--- config.mk ---
export PLATFORM = sky130hd
export DESIGN_NAME = forward_hazard_unit
export DESIGN_NICKNAME = d
export VERILOG_FILES = /design/src/rtl/forward_hazard_unit.sv
export SDC_FILE = /design/constraint.sdc
export NUM_CORES = 1
export LEC_CHECK = 0
export ABC_AREA = 1
export ABC_CLOCK_PERIOD_IN_PS = 2300
export BUFFER_PORTS_ARGS = -buffer_cell sky130_fd_sc_hd__buf_2
export CAP_MARGIN = 40
export CELL_PAD_IN_SITES_DETAIL_PLACEMENT = 1
export CELL_PAD_IN_SITES_GLOBAL_PLACEMENT = 2
export CORE_UTILIZATION = 28
export CTS_BUF_LIST = sky130_fd_sc_hd__clkbuf_2 sky130_fd_sc_hd__clkbuf_4 sky130_fd_sc_hd__clkbuf_8
export CTS_CLUSTER_SIZE = 28
export DETAILED_ROUTE_END_ITERATION = 16
export PLACE_DENSITY_LB_ADDON = 0.1
export SYNTH_ARGS = -nofsm -noshare
export SYNTH_HDL_FRONTEND = slang
export SYNTH_SLANG_ARGS = --single-unit
--- constraint.sdc ---
create_clock -name clk -period 2.3 [get_ports clk]
set_clock_uncertainty 0.2 [all_clocks]
set_input_delay 0.23 -clock clk [delete_from_list [all_inputs] [get_ports clk]]
set_output_delay 0.23 -clock clk [all_outputs]
set_load 0.005 [all_outputs]
--- src/rtl/forward_hazard_unit.sv ---
// EX-operand forwarding selects and load-use / memory-wait stall control for a 5-stage MIPS pipeline.
// Optional stall performance counter enabled by defining HAZ_PERF_CNT_EN.
module forward_hazard_unit #(
  parameter int REG_ADDR_W = 5,
  parameter int CNT_W      = 16
) (
  input  logic                  clk,
  input  logic                  rst,
  input  logic                  id_valid,
  input  logic [REG_ADDR_W-1:0] id_rs,
  input  logic [REG_ADDR_W-1:0] id_rt,
  input  logic                  id_uses_rs,
  input  logic                  id_uses_rt,
  input  logic                  id_wr_en,
  input  logic [REG_ADDR_W-1:0] id_wr_reg,
  input  logic                  id_is_load,
  input  logic                  mem_ready,
  output logic [1:0]            fwd_a_sel,
  output logic [1:0]            fwd_b_sel,
  output logic                  stall,
  output logic                  bubble,
  output logic [CNT_W-1:0]      perf_stall_cnt
);

  typedef enum logic [1:0] {RUN, LOAD_STALL, MEM_WAIT} state_e;

  state_e                  state_q, state_d;
  logic                    ex_v_q, ex_we_q, ex_ld_q, ex_v_d, ex_we_d, ex_ld_d;
  logic                    mem_v_q, mem_we_q, mem_ld_q, mem_v_d, mem_we_d, mem_ld_d;
  logic                    wb_v_q, wb_we_q, wb_ld_q, wb_v_d, wb_we_d, wb_ld_d;
  logic [REG_ADDR_W-1:0]   ex_reg_q, mem_reg_q, wb_reg_q, ex_reg_d, mem_reg_d, wb_reg_d;
  logic [1:0]              fwd_a_q, fwd_b_q, fwd_a_d, fwd_b_d;
  logic                    mem_wait, load_use;

  function automatic logic slot_hit(input logic v, input logic we,
                                    input logic [REG_ADDR_W-1:0] rd,
                                    input logic [REG_ADDR_W-1:0] src);
    return v && we && (rd != '0) && (rd == src);
  endfunction

  // Newest producer wins: the one in EX now will be in MEM when the consumer reaches EX.
  function automatic logic [1:0] sel_for(input logic vld, input logic use_src,
                                         input logic [REG_ADDR_W-1:0] src,
                                         input logic ex_hit, input logic mem_hit);
    if (!vld || !use_src) return 2'b00;
    if (ex_hit)           return 2'b01;
    if (mem_hit)          return 2'b10;
    return 2'b00;
  endfunction

  assign mem_wait = mem_v_q && mem_ld_q && !mem_ready;
  assign load_use = ex_v_q && ex_ld_q &&
                    ((id_uses_rs && slot_hit(1'b1, ex_we_q, ex_reg_q, id_rs)) ||
                     (id_uses_rt && slot_hit(1'b1, ex_we_q, ex_reg_q, id_rt)));

  assign stall  = mem_wait || load_use;
  assign bubble = !mem_wait && load_use;

  always_comb begin
    state_d   = state_q;
    ex_v_d    = ex_v_q;    ex_we_d  = ex_we_q;  ex_ld_d  = ex_ld_q;  ex_reg_d  = ex_reg_q;
    mem_v_d   = mem_v_q;   mem_we_d = mem_we_q; mem_ld_d = mem_ld_q; mem_reg_d = mem_reg_q;
    wb_v_d    = wb_v_q;    wb_we_d  = wb_we_q;  wb_ld_d  = wb_ld_q;  wb_reg_d  = wb_reg_q;
    fwd_a_d   = fwd_a_q;
    fwd_b_d   = fwd_b_q;
    if (mem_wait) begin
      state_d = MEM_WAIT;
    end else begin
      wb_v_d  = mem_v_q;  wb_we_d  = mem_we_q; wb_ld_d  = mem_ld_q; wb_reg_d  = mem_reg_q;
      mem_v_d = ex_v_q;   mem_we_d = ex_we_q;  mem_ld_d = ex_ld_q;  mem_reg_d = ex_reg_q;
      if (load_use) begin
        state_d = LOAD_STALL;
        ex_v_d  = 1'b0;
        fwd_a_d = 2'b00;
        fwd_b_d = 2'b00;
      end else begin
        state_d  = RUN;
        ex_v_d   = id_valid;
        ex_we_d  = id_wr_en;
        ex_ld_d  = id_is_load;
        ex_reg_d = id_wr_reg;
        fwd_a_d  = sel_for(id_valid, id_uses_rs, id_rs,
                           slot_hit(ex_v_q, ex_we_q, ex_reg_q, id_rs),
                           slot_hit(mem_v_q, mem_we_q, mem_reg_q, id_rs));
        fwd_b_d  = sel_for(id_valid, id_uses_rt, id_rt,
                           slot_hit(ex_v_q, ex_we_q, ex_reg_q, id_rt),
                           slot_hit(mem_v_q, mem_we_q, mem_reg_q, id_rt));
      end
    end
  end

  always_ff @(posedge clk) begin
    if (rst) begin
      state_q <= RUN;
      ex_v_q  <= 1'b0;
      mem_v_q <= 1'b0;
      wb_v_q  <= 1'b0;
      fwd_a_q <= 2'b00;
      fwd_b_q <= 2'b00;
    end else begin
      state_q <= state_d;
      ex_v_q  <= ex_v_d;
      mem_v_q <= mem_v_d;
      wb_v_q  <= wb_v_d;
      fwd_a_q <= fwd_a_d;
      fwd_b_q <= fwd_b_d;
    end
  end

  // Slot payload is qualified by the valid bits, so it needs no reset.
  always_ff @(posedge clk) begin
    ex_we_q  <= ex_we_d;  ex_ld_q  <= ex_ld_d;  ex_reg_q  <= ex_reg_d;
    mem_we_q <= mem_we_d; mem_ld_q <= mem_ld_d; mem_reg_q <= mem_reg_d;
    wb_we_q  <= wb_we_d;  wb_ld_q  <= wb_ld_d;  wb_reg_q  <= wb_reg_d;
  end

  // The WB slot is shadow state only; no select can point at it after the next edge.
  logic unused_wb;
  assign unused_wb = ^{wb_v_q, wb_we_q, wb_ld_q, wb_reg_q, state_q};

  assign fwd_a_sel = fwd_a_q;
  assign fwd_b_sel = fwd_b_q;

`ifdef HAZ_PERF_CNT_EN
  logic [CNT_W-1:0] cnt_q;
  always_ff @(posedge clk) begin
    if (rst)                       cnt_q <= '0;
    else if (stall && (cnt_q != '1)) cnt_q <= cnt_q + CNT_W'(1);
  end
  assign perf_stall_cnt = cnt_q;
`else
  assign perf_stall_cnt = '0;
`endif

endmodule

==> impl_results.md <==
* Final hold vios at 0
* Diode count at 0
* MaxCap Viol Count at 0
* Power Density at 532.2 mW/mm²
* Startpoint Class: flip-flop
* DPL Wire Length at 2.479 mm
* Post-synthesis cell count at 153
* Core Area at 0.004086 mm²
* Commonest cells post-synth: nand2_1, nor2_1, buf_4
* GR met3 Demand/Resource at 1.667%
* RSZ-0062 raised after global routing: no
* Avg WL per Cell at 12.13 µm
* Critical path fanouts, max at 7
* Largest net degree at the start of global routing at 13
* Post-synth EDFFs at 14
* Hold-fix buffers at CTS at 8
* Setup TNS Final at 0 ps
* First-pass GRT wire length at 4.988 mm
* Endpoint class of the critical path: primary output
* Post-CTS sizing at 0
* Worst VDD drop at 0.3232 mV
* RR Startpoint: ex_reg_q[0]
* CTS buffer count at 3
* Flop-to-flop setup slack at 420 ps
* Most common cell in the netlist: nand2_1
* All-Layer GR Usage at 14.98%
* DIE AREA at 0.004606 mm²
* Port Buffer Count at 28
* Met1 usage in global routing at 19.16%
* Row count at 23
* Util after Layout at 36.65%
* Synth area leader: edfxtp_1
* CP startpoint: ex_reg_q[3]
* Most Frequent Cell on Critical Path: nand2_1
* Max incr delay on CP at 460 ps
* Tot Pwr at 0.7971 mW
* Critical path endpoint: stall
* Mapped cell area at 0.001215 mm²
* DR vias at 1035
* Initial antenna violation count at 0
* CP max-delay cell: edfxtp_1
* Final min period at 1999 ps
* Yosys warns at 0
* Cell Chain, Critical Path: nand2_1 > nand2_1 > nor2_1 > nand4_1 > nand2_1 > nand2_2 > nand2_1 > buf_2
* Hold Crit Class: input port to flip-flop
* Unique masters post-synth at 18
* Final weighted congestion in routability-driven placement at 0.7187
* Ports at 45
* Main area contributors after synthesis: edfxtp_1, nand2_1, dfxtp_1
* Clk root buf: clkbuf_8
* CP Class: flip-flop to primary output
* Endpoints failing setup at 0
* GRT Max-Usage Layer: met2
* Clk sinks at 20
* Final Max Tran Viols at 0
* # Post-CTS Setup Buffers at 0
* Synth Register Bits at 20
* Drc violations at 0
* Clk Latency, worst-skew pair at 260 ps
* Total Routed Length at 2.960 mm
* Met2 track demand over resource at 25.87%
* # fillers at 519
* FF-to-FF End: ex_reg_q[0]
* H-tree depth at 1
* 1st-iter DRT viols at 27
* Remaining antenna violation count after routing at 0
* Drt first pass iters at 4
* Top cell type's share of synthesized area at 34.60%
* Status: complete, no violations
* Avg Cell Area, Syn at 7.941 µm²
* CTS tree: done
* Share of the clock period used by the worst path at 86.91%
* Worst Reg2Reg Path Length in Cells at 7
* Max Clk Rate at 0.5002 GHz
* Worst-path clk slew at 70 ps
* P&R area growth vs syn at 23.28%
* Req. time, crit path at 1870 ps
* Layout Nets at 218
* Asr flop ratio synth at 0%
* Clock Path Buffers at 2
* Main synth FF type: edfxtp_1
* CP arrival at 1570 ps
* Vias in the first global route at 1071
* Die H at 67.87 µm
* Share of cells above drive strength 1 at 23.20%
* Die W at 67.87 µm
* Vias/cell at 4.242
* Post-synthesis sequential area ratio at 44.49%
* Leakage power at 0.7348 nW
* Grt ovf at 0
* Initial core utilization at 29.73%
## worst min-delay path by stage
stage	start	to	slack [ps]	cells past startpoint
6_report	id_valid	ex_v_q	70	3
3_3_place_gp	id_wr_en	ex_we_q	210	1
5_1_grt	id_valid	ex_v_q	100	3
2_1_floorplan	rst	fwd_b_sel[0]	90	1
3_5_place_dp	id_is_load	ex_ld_q	210	1
4_1_cts	id_valid	ex_v_q	70	3
## kinds of logic after synthesis
logic type | synth area share (%)
buf+inv | 15.76
xor+xnor | 7.209
other cells | 0.3087
flops | 44.49
compound gates | 2.780
simple gates | 29.45
## stage by stage
| step | hold slack, ps | instances | setup WS (ps) | cell area (µm²) |
|---|---|---|---|---|
| floorplan | 92.44 | 168 | 592.9 | 1271 |
| global placement | 206.8 | 232 | 479.4 | 1369 |
| detailed placement | 208.4 | 232 | 397.8 | 1369 |
| CTS | 69.45 | 244 | 288.7 | 1498 |
| global route | 95.56 | 244 | 166.4 | 1498 |
| finish | 70.28 | 244 | 301.0 | 1498 |
## critical path: cells and delay by family, from the launching register on
family                 cells  cell delay, ps
DFF                        1             460
buffers and inverters      1             120
and+or+nand+nor            7             730
## layer usage
metal / wire, µm / share of wire [%] / up-vias
li1: - / - / 530
met1: 1384 / 47 / 470
met2: 1445 / 49 / 31
met3: 98 / 3.3 / 4
met4: 32 / 1.1 / 0
met5: 0 / 0 / -
## area by class of cell
cell class / count / area, µm² / area share, %
Clock buffer: 4 / 48.80 / 3.258
Inverter: 19 / 71.32 / 4.762
Multi-Input combinational cell: 113 / 539.3 / 36.01
Sequential cell: 20 / 540.5 / 36.09
Tap cell: 50 / 62.56 / 4.177
Timing Repair Buffer: 38 / 235.2 / 15.71
## registers in the layout, summed over array words and instances, names as in the netlist
signal / flops
ex_reg_q: 5
mem_reg_q: 5
fwd_a_sel: 2
fwd_b_sel: 2
ex_ld_q: 1
ex_v_q: 1
ex_we_q: 1
mem_ld_q: 1
mem_v_q: 1
mem_we_q: 1
## report_power, final
| part | switching (mW) | total (mW) | internal, mW | leakage [nW] |
|---|---|---|---|---|
| Combinational | 0.0671 | 0.120 | 0.0530 | 0.512 |
| Sequential | 0.0185 | 0.424 | 0.405 | 0.196 |
| Clock | 0.118 | 0.253 | 0.135 | 0.0262 |
| Total | 0.204 | 0.797 | 0.593 | 0.735 |
## cell usage in the layout (no fill, tap or decap), drive strengths merged
master,synthesis,routed
nand2,45,45
buf,16,30
nor2,20,20
inv,19,19
conb,1,16
edfxtp,14,14
nand3,11,11
dlygate4sd3,0,8
xnor2,6,6
dfxtp,6,6
a21oi,6,6
xor2,4,4
clkbuf,0,4
nand4,3,3
nor3,2,2
Power figures use the tool's default switching activity.
